--- src/rtl/iiitb_lifo_reverser_if.sv ---
// iiitb_lifo_reverser_if: valid/ready word stream with an end-of-frame marker.
interface iiitb_lifo_reverser_if #(parameter int WIDTH = 4);
    logic [WIDTH-1:0] data;
    logic valid;
    logic last;
    logic ready;
    modport master (output data, valid, last, input ready);
    modport slave (input data, valid, last, output ready);
endinterface

--- src/rtl/iiitb_lifo_reverser.sv ---
// iiitb_lifo_reverser: buffers a framed stream in an external LIFO and replays it word-reversed.
// Define LIFO_REV_EMPTY_CHECK_EN to flag pops from an empty LIFO and first pushes into a non-empty one.
module iiitb_lifo_reverser #(
    parameter int WIDTH = 4,
    parameter int DEPTH = 8,
    parameter int CW = 4
) (
    input  logic Clk,
    input  logic Rst_n,
    iiitb_lifo_reverser_if.slave src,
    iiitb_lifo_reverser_if.master dst,
    output logic [WIDTH-1:0] lifo_dataIn,
    output logic lifo_RW,
    output logic lifo_EN,
    output logic lifo_Rst,
    input  logic [WIDTH-1:0] lifo_dataOut,
    input  logic lifo_EMPTY,
    input  logic lifo_FULL,
    output logic err_ovf,
    output logic err_proto
);
    typedef enum logic [2:0] {INIT, FILL, DROP, DRAIN, WAIT, OUT} state_t;
    state_t state, nxt;
    logic [CW-1:0] count, count_d;
    logic [WIDTH-1:0] out_data_d, din_d;
    logic in_ready_d, out_valid_d, out_last_d, en_d, pop_d, ovf_d, proto_d;
    logic acc, push, popping, out_hs, full_hit;

    assign acc = src.valid & src.ready;
    assign push = acc & (state == FILL);
    assign popping = (state == DRAIN) & lifo_EN & lifo_RW;
    assign out_hs = (state == OUT) & dst.valid & dst.ready;
    assign full_hit = (count + 1'b1 == CW'(DEPTH)) | lifo_FULL;

    always_comb begin
        nxt = state;
        case (state)
            INIT: nxt = FILL;
            FILL: if (acc) nxt = src.last ? DRAIN : full_hit ? DROP : FILL;
            DROP: if (acc && src.last) nxt = DRAIN;
            DRAIN: if (popping) nxt = WAIT;
            WAIT: nxt = OUT;
            OUT: if (out_hs) nxt = (count == '0) ? FILL : DRAIN;
            default: nxt = INIT;
        endcase
    end

    // Pushes reach the LIFO one cycle after acceptance, so a DRAIN entered
    // straight from FILL first lets the final push land, then issues the pop.
    always_comb begin
        pop_d = (nxt == DRAIN) & ~push & ~popping;
        en_d = push | pop_d;
        din_d = push ? src.data : lifo_dataIn;
        in_ready_d = (nxt == FILL) | (nxt == DROP);
        count_d = push ? count + 1'b1 : popping ? count - 1'b1 : count;
        out_valid_d = (state == WAIT) | (dst.valid & ~out_hs);
        out_last_d = (state == WAIT) ? (count == '0) : (dst.last & ~out_hs);
        out_data_d = (state == WAIT) ? lifo_dataOut : dst.data;
        ovf_d = err_ovf | (push & ~src.last & full_hit);
    end

`ifdef LIFO_REV_EMPTY_CHECK_EN
    assign proto_d = err_proto | (popping & lifo_EMPTY) | (push & (count == '0) & ~lifo_EMPTY);
`else
    logic unused_empty;
    assign unused_empty = lifo_EMPTY;
    assign proto_d = 1'b0;
`endif

    always_ff @(posedge Clk or negedge Rst_n) begin
        if (!Rst_n) begin
            state <= INIT;
            count <= '0;
            src.ready <= 1'b0;
            dst.valid <= 1'b0;
            dst.last <= 1'b0;
            dst.data <= '0;
            lifo_EN <= 1'b0;
            lifo_RW <= 1'b0;
            lifo_dataIn <= '0;
            lifo_Rst <= 1'b1;
            err_ovf <= 1'b0;
            err_proto <= 1'b0;
        end else begin
            state <= nxt;
            count <= count_d;
            src.ready <= in_ready_d;
            dst.valid <= out_valid_d;
            dst.last <= out_last_d;
            dst.data <= out_data_d;
            lifo_EN <= en_d;
            lifo_RW <= pop_d;
            lifo_dataIn <= din_d;
            lifo_Rst <= 1'b0;
            err_ovf <= ovf_d;
            err_proto <= proto_d;
        end
    end
endmodule

--- src/flat_wrapper.sv ---
// flat-port wrapper written by rule: the top's interface ports become plain ports
module iiitb_lifo_reverser_flat 
#(
    parameter int WIDTH = 4,
    parameter int DEPTH = 8,
    parameter int CW = 4
)
  (Clk, Rst_n, lifo_dataIn, lifo_RW, lifo_EN, lifo_Rst, lifo_dataOut, lifo_EMPTY, lifo_FULL, err_ovf, err_proto, src_data, src_valid, src_last, src_ready, dst_data, dst_valid, dst_last, dst_ready);
  iiitb_lifo_reverser_if #(.WIDTH(WIDTH)) src_i ();
  iiitb_lifo_reverser_if #(.WIDTH(WIDTH)) dst_i ();
  input  logic Clk;
  input  logic Rst_n;
  output logic [WIDTH-1:0] lifo_dataIn;
  output logic lifo_RW;
  output logic lifo_EN;
  output logic lifo_Rst;
  input  logic [WIDTH-1:0] lifo_dataOut;
  input  logic lifo_EMPTY;
  input  logic lifo_FULL;
  output logic err_ovf;
  output logic err_proto;
  input wire logic [$bits(src_i.data)-1:0] src_data;
  input wire logic [$bits(src_i.valid)-1:0] src_valid;
  input wire logic [$bits(src_i.last)-1:0] src_last;
  output wire logic [$bits(src_i.ready)-1:0] src_ready;
  output wire logic [$bits(dst_i.data)-1:0] dst_data;
  output wire logic [$bits(dst_i.valid)-1:0] dst_valid;
  output wire logic [$bits(dst_i.last)-1:0] dst_last;
  input wire logic [$bits(dst_i.ready)-1:0] dst_ready;
  assign src_i.data = src_data;
  assign src_i.valid = src_valid;
  assign src_i.last = src_last;
  assign src_ready = src_i.ready;
  assign dst_data = dst_i.data;
  assign dst_valid = dst_i.valid;
  assign dst_last = dst_i.last;
  assign dst_i.ready = dst_ready;
  iiitb_lifo_reverser #(.WIDTH(WIDTH), .DEPTH(DEPTH), .CW(CW)) u_core (.Clk(Clk), .Rst_n(Rst_n), .src(src_i), .dst(dst_i), .lifo_dataIn(lifo_dataIn), .lifo_RW(lifo_RW), .lifo_EN(lifo_EN), .lifo_Rst(lifo_Rst), .lifo_dataOut(lifo_dataOut), .lifo_EMPTY(lifo_EMPTY), .lifo_FULL(lifo_FULL), .err_ovf(err_ovf), .err_proto(err_proto));
endmodule
--- config.mk ---
export PLATFORM = sky130hd
export DESIGN_NAME = iiitb_lifo_reverser_flat
export DESIGN_NICKNAME = d
export VERILOG_FILES = /design/src/rtl/iiitb_lifo_reverser_if.sv /design/src/rtl/iiitb_lifo_reverser.sv /design/src/flat_wrapper.sv
export SDC_FILE = /design/constraint.sdc
export NUM_CORES = 1
export LEC_CHECK = 0
export ABC_AREA = 1
export CAP_MARGIN = 10
export CORE_MARGIN = 1.5
export CORE_UTILIZATION = 49
export DETAILED_ROUTE_END_ITERATION = 8
export PLACE_DENSITY = 0.83
export SYNTH_ARGS = -nofsm -noshare
export SYNTH_HDL_FRONTEND = slang
export SYNTH_SLANG_ARGS = --single-unit
--- constraint.sdc ---
create_clock -name Clk -period 3.5 [get_ports Clk]
set_input_delay 0.875 -clock Clk [delete_from_list [all_inputs] [get_ports Clk]]
set_output_delay 0.875 -clock Clk [all_outputs]
set_load 0.02 [all_outputs]
After elaboration in Yosys (flattened, before gate mapping)
Index checks and enable logic that the tools add are counted.
{"block": "word_totals", "regBits": 22, "input_bits": 15, "word_cells": 58}
{"block": "classes", "n_addsub": 2, "eq_ne": 9, "muxes": 11, "bitwise": 21, "n_reduce_logical": 4}
{"op": "3-bit one-hot mux with 6 select lines", "count": 1}
{"op": "3-bit two-way mux", "count": 5}
{"op": "1-bit AND", "count": 12}
{"op": "3-bit by 2-bit equality test with 1-bit output (second input constant)", "count": 4}
{"op": "4-bit two-way mux", "count": 2}
{"op": "3-bit by 1-bit equality test with 1-bit output (second input constant)", "count": 2}
{"op": "3-bit equality test (second input constant)", "count": 2}
{"op": "1-bit bitwise OR", "count": 5}
{"op": "4-bit by 1-bit adder with 4-bit output (second input constant)", "count": 1}
{"op": "4-bit equality test (second input constant)", "count": 1}
{"op": "4-bit zero test", "count": 1}
{"op": "2-bit two-way mux", "count": 2}
{"op": "1-bit NOT", "count": 4}
{"op": "4-bit by 1-bit subtractor with 4-bit output (second input constant)", "count": 1}
{"op": "3-bit zero test", "count": 1}
{"op": "2-bit nonzero test", "count": 1}
{"op": "1-bit logical AND", "count": 1}
{"op": "1-bit two-way mux", "count": 1}

Depth between registers and ports, before layout
Gate-level depths: netlist of the first run.
{"block": "logic_depth", "word_depth": 11, "ltp_mapped": 10}

Worst setup path before layout of the first run
OpenSTA, ideal clock, no wires.
{"block": "synth_path", "path_kind": "in2reg", "from": "input port src_valid", "to": "register u_core.src.ready", "arrival_time_ns": 1.542, "required_ns": 3.383, "path_slack_ns": 1.841, "path_stages": 9, "cell_sequence": "nand2_1 > inv_1 > nand2_2 > inv_2 > nand2_1 > nand3_2 > inv_1 > nand3_1 > nand2_1"}
{"block": "synth_via", "elab_chain_len": 6, "word_cells_on_any_way": 8, "cone_classes": "eq/ne (2); mux (3); bitwise (2); reduce/logical (1)"}
{"element": "from (decl)", "line": "flat_wrapper.sv:23", "text": "input wire logic [$bits(src_i.valid)-1:0] src_valid;"}
{"element": "1-bit AND (*)", "line": "iiitb_lifo_reverser.sv:29", "text": "assign acc = src.valid & src.ready;"}
{"element": "1-bit logical AND", "line": "iiitb_lifo_reverser.sv:40", "text": "DROP: if (acc && src.last) nxt = DRAIN;"}
{"element": "3-bit two-way mux", "line": "iiitb_lifo_reverser.sv:40"}
{"element": "3-bit one-hot mux with 6 select lines (*)", "line": "iiitb_lifo_reverser.sv:37", "text": "case (state)"}
{"element": "named net u_core.nxt[1]", "line": "iiitb_lifo_reverser.sv:23", "text": "state_t state, nxt;"}
{"element": "3-bit by 1-bit equality test with 1-bit output or 3-bit by 2-bit equality test with 1-bit output (tied branches)", "line": "iiitb_lifo_reverser.sv:54", "text": "in_ready_d = (nxt == FILL) | (nxt == DROP);"}
{"element": "1-bit bitwise OR (*)", "line": "iiitb_lifo_reverser.sv:54"}
{"element": "named net u_core.in_ready_d", "line": "iiitb_lifo_reverser.sv:26", "text": "logic in_ready_d, out_valid_d, out_last_d, en_d, pop_d, ovf_d, proto_d;"}
{"element": "to (signal assigned)", "line": "iiitb_lifo_reverser.sv:87", "text": "src.ready <= in_ready_d;"}
{"element": "to (decl)", "line": "iiitb_lifo_reverser_if.sv:8", "text": "modport slave (input data, valid, last, output ready);"}
Mark *: on every way through the listed nets, which the timed path passes. The rest lies on a longest branch.
A chain may end at the register's enable or synchronous reset.

Worst setup path after layout of the first run
{"block": "layout_path", "from": "register u_core.lifo_Rst", "to": "output port lifo_Rst"}
{"element": "from (decl)", "line": "iiitb_lifo_reverser.sv:15", "text": "output logic lifo_Rst,"}
{"element": "from (signal assigned)", "line": "iiitb_lifo_reverser.sv:81", "text": "lifo_Rst <= 1'b1;"}
{"element": "from (signal assigned)", "line": "iiitb_lifo_reverser.sv:94", "text": "lifo_Rst <= 1'b0;"}
{"element": "to (decl)", "line": "flat_wrapper.sv:16", "text": "output logic lifo_Rst;"}
No word-level cell between the ends.

==> run summary, run 1 <==
CTS
--------------------------------------------------------------------------------------------------
Clk sink count                                                                                  22
Post-cts resize count                                                                            0
Clock transition time at the flip-flop clock pins of the worst setup and hold paths        0.12 ns
Source-to-sink clock delay at the later pin of the worst-skew pair                         0.31 ns
Num CTS Buffers                                                                                  3
Library cell used as clock root buffer                                                sky130_fd_sc_hd__clkbuf_4
Number of buffers on the longest clock path                                                      2
Clock tree from TritonCTS                                                                     done
Setup repair bufs after CTS                                                                      0
CTS Hold Bufs                                                                                    0
CTS H-tree lvls                                                                                  1

MIN PATH
--------------------------------------------------------------------------------------------------
Hold Crit Depth                                                                                  1
Hold_sp                                                                               u_core.err_ovf$_DFF_PN0_
Hold WC Path Type                                                                     register to register

TIMING
--------------------------------------------------------------------------------------------------
Final worst clock skew                                                                   0.0122 ns
Final clock period utilization by the worst path                                             65.7%
RSZ-0062 raised after global routing                                                            no
Slew of the pin with the lowest slew margin                                               0.952 ns
Headroom to the max-slew limit                                                               36.3%
Peak Freq                                                                                  435 MHz
Total count of hold-check failures in the final report                                           0
# setup viols final                                                                              0
Post-route setup TNS                                                                          0 ns
Worst Hold Margin                                                                         0.483 ns
PnR worst setup slack                                                                      1.20 ns
Final min period                                                                           2.30 ns
Max Transition Viols Final                                                                       0

PLACEMENT
--------------------------------------------------------------------------------------------------
Final weighted congestion of routability-driven global placement                             0.788
Placed wire-length estimate after detailed placement                                       1650 µm
Post-placement cell area                                                                  1360 µm²
Post-Place Worst Slack                                                                     1.21 ns
Port-buffer cells                                                                               28

FLOORPLAN
--------------------------------------------------------------------------------------------------
Core box area                                                                             1980 µm²
Row Count                                                                                       16
Width of the die                                                                           49.2 µm
Die area                                                                                  2420 µm²
Die height                                                                                 49.2 µm
Num ports                                                                                       31
Starting density of the core                                                                 52.8%

WORST SETUP PATH
--------------------------------------------------------------------------------------------------
Number of cells on the critical path                                                             1
Longest individual stage delay on the worst path                                           0.59 ns
Kind of capture point of the worst setup path                                           output pin
Kind of cell with the highest combined delay on the critical path                     buffers and inverters
WP data required                                                                           2.62 ns
Crit Path Category                                                                    register to output pin
Startpoint class of the critical path                                                     register
Highest-delay cell along the critical path                                            sky130_fd_sc_hd__clkdlybuf4s50_1
Sequence of cells on the critical path                                                clkdlybuf4s50_1
Worst setup path startpoint                                                           u_core.lifo_Rst$_DFF_PN1_
Sum of buffers and inverters on the critical path                                                1
RR Startpoint                                                                         u_core.state[2]$_DFF_PN0_
Critical path fanouts, max                                                                       1
Critical path arrival                                                                      1.42 ns
Number of cell instances on the worst register-to-register path                                 10

FINISH
--------------------------------------------------------------------------------------------------
Number of filler instances in the final layout                                                 173
Area of all placed cells without fillers                                                  1380 µm²
Inserted Diodes                                                                                  0
Area growth, synth to finish                                                                 32.2%
Fraction of final layout cells with drive strength greater than 1                            8.86%
Final net count                                                                                176
Finished Core Util                                                                           69.8%

SYNTH
--------------------------------------------------------------------------------------------------
Cell variety after synth                                                                        21
Xor and xnor fraction of the mapped netlist area                                             1.67%
Count of yosys warnings during synthesis                                                         0
Cell taking the most area after synthesis                                             sky130_fd_sc_hd__dfrtp_1
Number of cells produced by synthesis                                                          126
Adder-cell area share of the yosys netlist                                                   2.39%
Count of state elements after synthesis                                                         22
Portion of netlist area occupied by mux cells                                                   0%
Fraction of synthesized cell area taken by the top area cell type                            50.2%
Post-synthesis sequential area ratio                                                         52.8%
Main combinational cell family by area after synthesis                                simple AND/OR/NAND/NOR gates
Simple-gate area share of the yosys netlist                                                  32.8%
Synthesized area divided by synthesized cell count                                        8.30 µm²
Largest cells by area after synthesis                                                 sky130_fd_sc_hd__dfrtp_1, sky130_fd_sc_hd__nand2_1, sky130_fd_sc_hd__nand3_1
Compound-cell area share of the yosys netlist                                                3.95%
Netlist area before placement                                                             1050 µm²

GRT
--------------------------------------------------------------------------------------------------
Maximum number of pins on one net before global-route repair                                    23
Vias in the first global route                                                                 925
Global Route Usage Sum                                                                       21.5%
Number of antenna violations at the first check in global routing                                0
Total congestion overflow                                                                        0
First-pass GRT wire length                                                                 3960 µm

DRT
--------------------------------------------------------------------------------------------------
Wirelength per Cell                                                                        11.8 µm
First DRT Iteration DRCs                                                                        14
Residual DRC                                                                                     0
Wire length reported by the detailed router                                                2180 µm
Total number of vias                                                                           927
First-pass iteration count of the detailed router                                                4
ANT nets after route                                                                             0
Vias/cell                                                                                     5.01

PWR
--------------------------------------------------------------------------------------------------
Ratio of total power to cell area                                                       866 nW/µm²
Max IR drop VDD                                                                             505 µV
Lkg Pwr                                                                                   0.682 nW

STATUS
--------------------------------------------------------------------------------------------------
Outcome                                                                               finished, final reports clean

JOB
--------------------------------------------------------------------------------------------------
Count of maximum capacitance violations                                                          0

sequential cells by signal, summed over array words and instances (netlist names):
signal	count
u_core.count	4
u_core.dst.data	4
u_core.dst.last	1
u_core.dst.valid	1
u_core.err_ovf	1
u_core.lifo_EN	1
u_core.lifo_RW	1
u_core.lifo_Rst	1
u_core.lifo_dataIn	4
u_core.src.ready	1
u_core.state	3
per-stage QoR:
| step | power (mW) | std cells |
|---|---|---|
| finish | 1.20 | 185 |
| global route | 1.30 | 185 |
| CTS | 1.21 | 185 |
| detailed placement | 1.09 | 181 |
| global placement | 1.06 | 181 |
| floorplan | 0.842 | 127 |
area by class of cell:
type	instances	area, µm²	share of cell area, %
Inverter	15	56.3	4.07
Timing Repair Buffer	28	280	20.3
Multi-Input combinational cell	89	434	31.4
Clock buffer	4	26.3	1.90
Sequential cell	22	552	39.9
Tap cell	27	33.8	2.44
layer usage:
layer	up-vias	global-route usage, %	wire [µm]
li1	463	-	-
met2	28	39.0	1120
met4	0	9.05	25
met5	-	0	0
met3	4	5.21	107
met1	432	23.8	927
layout by cell type, fill, tap and decap left out, types with 2 or more instances in the layout:
master / netlist / routed
sky130_fd_sc_hd__nand2_1: 45 / 45
sky130_fd_sc_hd__clkdlybuf4s50_1: 0 / 28
sky130_fd_sc_hd__dfrtp_1: 21 / 21
sky130_fd_sc_hd__nand3_1: 14 / 14
sky130_fd_sc_hd__inv_1: 12 / 12
sky130_fd_sc_hd__nor2_1: 9 / 9
sky130_fd_sc_hd__nand4_1: 4 / 4
sky130_fd_sc_hd__inv_2: 3 / 3
sky130_fd_sc_hd__clkbuf_4: 0 / 3
sky130_fd_sc_hd__nor2_2: 2 / 2
sky130_fd_sc_hd__nand3_2: 2 / 2
sky130_fd_sc_hd__xor2_1: 2 / 2
sky130_fd_sc_hd__ha_1: 2 / 2
sky130_fd_sc_hd__conb_1: 1 / 2
path summary, 6_finish.rpt:
check	end	slack, ns
min	u_core.err_ovf$_DFF_PN0_	0.48
max reg2reg	u_core.lifo_EN$_DFF_PN0_	1.91
min in group asynchronous	u_core.lifo_dataIn[3]$_DFFE_PN0P_	1.08
min reg2reg	u_core.err_ovf$_DFF_PN0_	0.48
max in group asynchronous	u_core.count[1]$_DFFE_PN0P_	1.83
max	lifo_Rst	1.20
synthesized netlist by cell type:
cell type and instances:
sky130_fd_sc_hd__dfstp_2 1, sky130_fd_sc_hd__conb_1 1, sky130_fd_sc_hd__o221ai_1 1, sky130_fd_sc_hd__dfrtp_1 21, sky130_fd_sc_hd__nand3_1 14, sky130_fd_sc_hd__a31oi_1 1
sky130_fd_sc_hd__nand2_2 1, sky130_fd_sc_hd__nor2_1 9, sky130_fd_sc_hd__inv_2 3, sky130_fd_sc_hd__or2_1 1, sky130_fd_sc_hd__buf_4 1, sky130_fd_sc_hd__inv_1 12
sky130_fd_sc_hd__nand2_1 45, sky130_fd_sc_hd__o211ai_2 1, sky130_fd_sc_hd__nand3_2 2, sky130_fd_sc_hd__nand4_1 4, sky130_fd_sc_hd__a31o_2 1, sky130_fd_sc_hd__xor2_1 2
sky130_fd_sc_hd__nor2_2 2, sky130_fd_sc_hd__ha_1 2, sky130_fd_sc_hd__o21ai_0 1
power by group:
group,internal [mW],leakage [nW],switching (mW)
registers,0.371,0.256,0.0901
clock network,0.0444,0.0150,0.0741
logic,0.266,0.411,0.352
total,0.681,0.682,0.516
cell families after synthesis:
logic type      after synthesis
compound gates                5
xor+xnor                      2
fa+ha+maj                     2
buf+inv                      16
flops                        22
other cells                   1
simple gates                 78
(Power assumes the default switching activity.)
==> run 2, diff against run 1 <==
--- a/config.mk
+++ b/config.mk
@@ -8,9 +8,9 @@
 export ABC_AREA = 1
 export CAP_MARGIN = 10
 export CORE_MARGIN = 1.5
-export CORE_UTILIZATION = 49
+export CORE_UTILIZATION = 46
 export DETAILED_ROUTE_END_ITERATION = 8
-export PLACE_DENSITY = 0.83
+export PLACE_DENSITY = 0.78
 export SYNTH_ARGS = -nofsm -noshare
 export SYNTH_HDL_FRONTEND = slang
 export SYNTH_SLANG_ARGS = --single-unit
==> constraint.sdc (replaced) <==
create_clock -name Clk -period 2.2 [get_ports Clk]
set_input_delay 0.55 -clock Clk [delete_from_list [all_inputs] [get_ports Clk]]
set_output_delay 0.55 -clock Clk [all_outputs]
set_load 0.02 [all_outputs]
==> run 2 against run 1 <==
Against the previous run:
- utilization shrank 5.2 points
- sequential share of layout area decreased by 0.53 points
- worst setup slack worse by 0.98 ns
- wire length shrank 5.0%
- combinational power is 58% higher
- highest routed layer unchanged
==> run summary, run 2 (synthesized netlist as in run 1, its figures left out) <==
TIMING
--------------------------------------------------------------------------------------------------
Total count of hold-check failures in the final report                                           0
RSZ-0062 raised after global routing                                                            no
Post-route setup TNS                                                                          0 ns
Peak Freq                                                                                  507 MHz
Max Transition Viols Final                                                                       0
Final worst clock skew                                                                  0.00679 ns
Final clock period utilization by the worst path                                             89.7%
# setup viols final                                                                              0
Final min period                                                                           1.97 ns

CTS
--------------------------------------------------------------------------------------------------
Setup repair bufs after CTS                                                                      0
CTS H-tree lvls                                                                                  1
Clock transition time at the flip-flop clock pins of the worst setup and hold paths        0.12 ns
CTS Hold Bufs                                                                                    0
Source-to-sink clock delay at the later pin of the worst-skew pair                         0.30 ns
Library cell used as clock root buffer                                                sky130_fd_sc_hd__clkbuf_4
Number of buffers on the longest clock path                                                      2
Clk sink count                                                                                  22
Post-cts resize count                                                                            0
Clock tree from TritonCTS                                                                     done
Num CTS Buffers                                                                                  3

WORST SETUP PATH
--------------------------------------------------------------------------------------------------
WP data required                                                                           1.65 ns
Kind of cell with the highest combined delay on the critical path                     buffers and inverters
Crit Path Category                                                                    register to output pin
Highest-delay cell along the critical path                                            sky130_fd_sc_hd__clkdlybuf4s50_1
Kind of capture point of the worst setup path                                           output pin
Longest individual stage delay on the worst path                                           0.60 ns
Critical path fanouts, max                                                                       1
Startpoint class of the critical path                                                     register
Sum of buffers and inverters on the critical path                                                1
Critical path arrival                                                                      1.42 ns
Sequence of cells on the critical path                                                clkdlybuf4s50_1

DRT
--------------------------------------------------------------------------------------------------
Total number of vias                                                                           910
Wirelength per Cell                                                                        11.1 µm
First DRT Iteration DRCs                                                                        13
First-pass iteration count of the detailed router                                                4
Residual DRC                                                                                     0
Vias/cell                                                                                     4.87
ANT nets after route                                                                             0
Wire length reported by the detailed router                                                2070 µm

GRT
--------------------------------------------------------------------------------------------------
Number of antenna violations at the first check in global routing                                0
Vias in the first global route                                                                 888
First-pass GRT wire length                                                                 3640 µm
Global Route Usage Sum                                                                       18.8%
Total congestion overflow                                                                        0
Maximum number of pins on one net before global-route repair                                    15

FINISH
--------------------------------------------------------------------------------------------------
Largest registers                                                                     u_core.count (4), u_core.dst.data (4), u_core.lifo_dataIn (4)
Area growth, synth to finish                                                                 34.0%
Total area of sequential cells                                                             552 µm²
Number of filler instances in the final layout                                                 206
Fraction of final layout cells with drive strength greater than 1                            10.1%
Final net count                                                                                177
Multi-input gate area in the final layout                                                  434 µm²
Most frequent cells in the layout                                                     sky130_fd_sc_hd__nand2_1, sky130_fd_sc_hd__clkdlybuf4s50_1, sky130_fd_sc_hd__dfrtp_1
Commonest non-fill, non-tap cell in the layout                                        sky130_fd_sc_hd__nand2_1
Inserted Diodes                                                                                  0
Finished Core Util                                                                           64.6%

FLOORPLAN
--------------------------------------------------------------------------------------------------
Core box area                                                                             2170 µm²
Row Count                                                                                       17
Num ports                                                                                       31
Die height                                                                                 50.7 µm
Die area                                                                                  2570 µm²
Width of the die                                                                           50.7 µm
Starting density of the core                                                                 48.2%

PWR
--------------------------------------------------------------------------------------------------
Total power of the final layout                                                            1.92 mW
Ratio of total power to cell area                                                      1370 nW/µm²
Max IR drop VDD                                                                             865 µV
Lkg Pwr                                                                                   0.693 nW

PLACEMENT
--------------------------------------------------------------------------------------------------
Port-buffer cells                                                                               28
Placed wire-length estimate after detailed placement                                       1620 µm
Final weighted congestion of routability-driven global placement                             0.734

MIN PATH
--------------------------------------------------------------------------------------------------
Hold WC Path Type                                                                     register to register

STATUS
--------------------------------------------------------------------------------------------------
Outcome                                                                               finished, final reports clean

JOB
--------------------------------------------------------------------------------------------------
Count of maximum capacitance violations                                                          0

-- run 2: path summary, 6_finish.rpt --
path / from / to / slack (ns) / cells past startpoint
min reg2reg: u_core.dst.data[0]$_DFFE_PN0P_ / u_core.dst.data[0]$_DFFE_PN0P_ / 0.49 / 2
min in group asynchronous: Rst_n / u_core.lifo_dataIn[0]$_DFFE_PN0P_ / 0.51 / 1
max: u_core.lifo_Rst$_DFF_PN1_ / lifo_Rst / 0.23 / 1
min: u_core.dst.data[0]$_DFFE_PN0P_ / u_core.dst.data[0]$_DFFE_PN0P_ / 0.49 / 2
max reg2reg: u_core.state[2]$_DFF_PN0_ / u_core.lifo_EN$_DFF_PN0_ / 0.69 / 10
max in group asynchronous: Rst_n / u_core.state[2]$_DFF_PN0_ / 1.17 / 2
-- run 2: stage by stage --
step / hold slack, ns / area, µm² / std cells / setup WS (ns)
2_1_floorplan: 0.254 / 1050 / 127 / 0.866
3_3_place_gp: 0.454 / 1370 / 183 / 0.244
3_5_place_dp: 0.459 / 1370 / 183 / 0.254
4_1_cts: 0.488 / 1400 / 187 / 0.205
5_1_grt: 0.502 / 1400 / 187 / 0.181
6_report: 0.485 / 1400 / 187 / 0.227
-- run 2: metal layers --
layer | routed length (µm) | track usage [%] | up-vias
met4 | 17 | 8.11 | 0
met1 | 900 | 21.3 | 424
met5 | 0 | 0 | -
li1 | - | - | 463
met3 | 93 | 2.68 | 2
met2 | 1060 | 34.9 | 21
-- run 2: area by class of cell --
| class | instances | share of cell area (%) |
|---|---|---|
| clock buffer | 4 | 2.59 |
| tap | 28 | 2.50 |
| inverter | 15 | 4.02 |
| multi-input combinational | 89 | 31.0 |
| sequential | 22 | 39.4 |
| timing repair buffer | 29 | 20.5 |
-- run 2: report_power, final --
part | total, mW | switching (mW) | internal (mW)
clock network | 0.220 | 0.119 | 0.101
registers | 0.727 | 0.137 | 0.589
logic | 0.974 | 0.550 | 0.425
total | 1.92 | 0.806 | 1.11
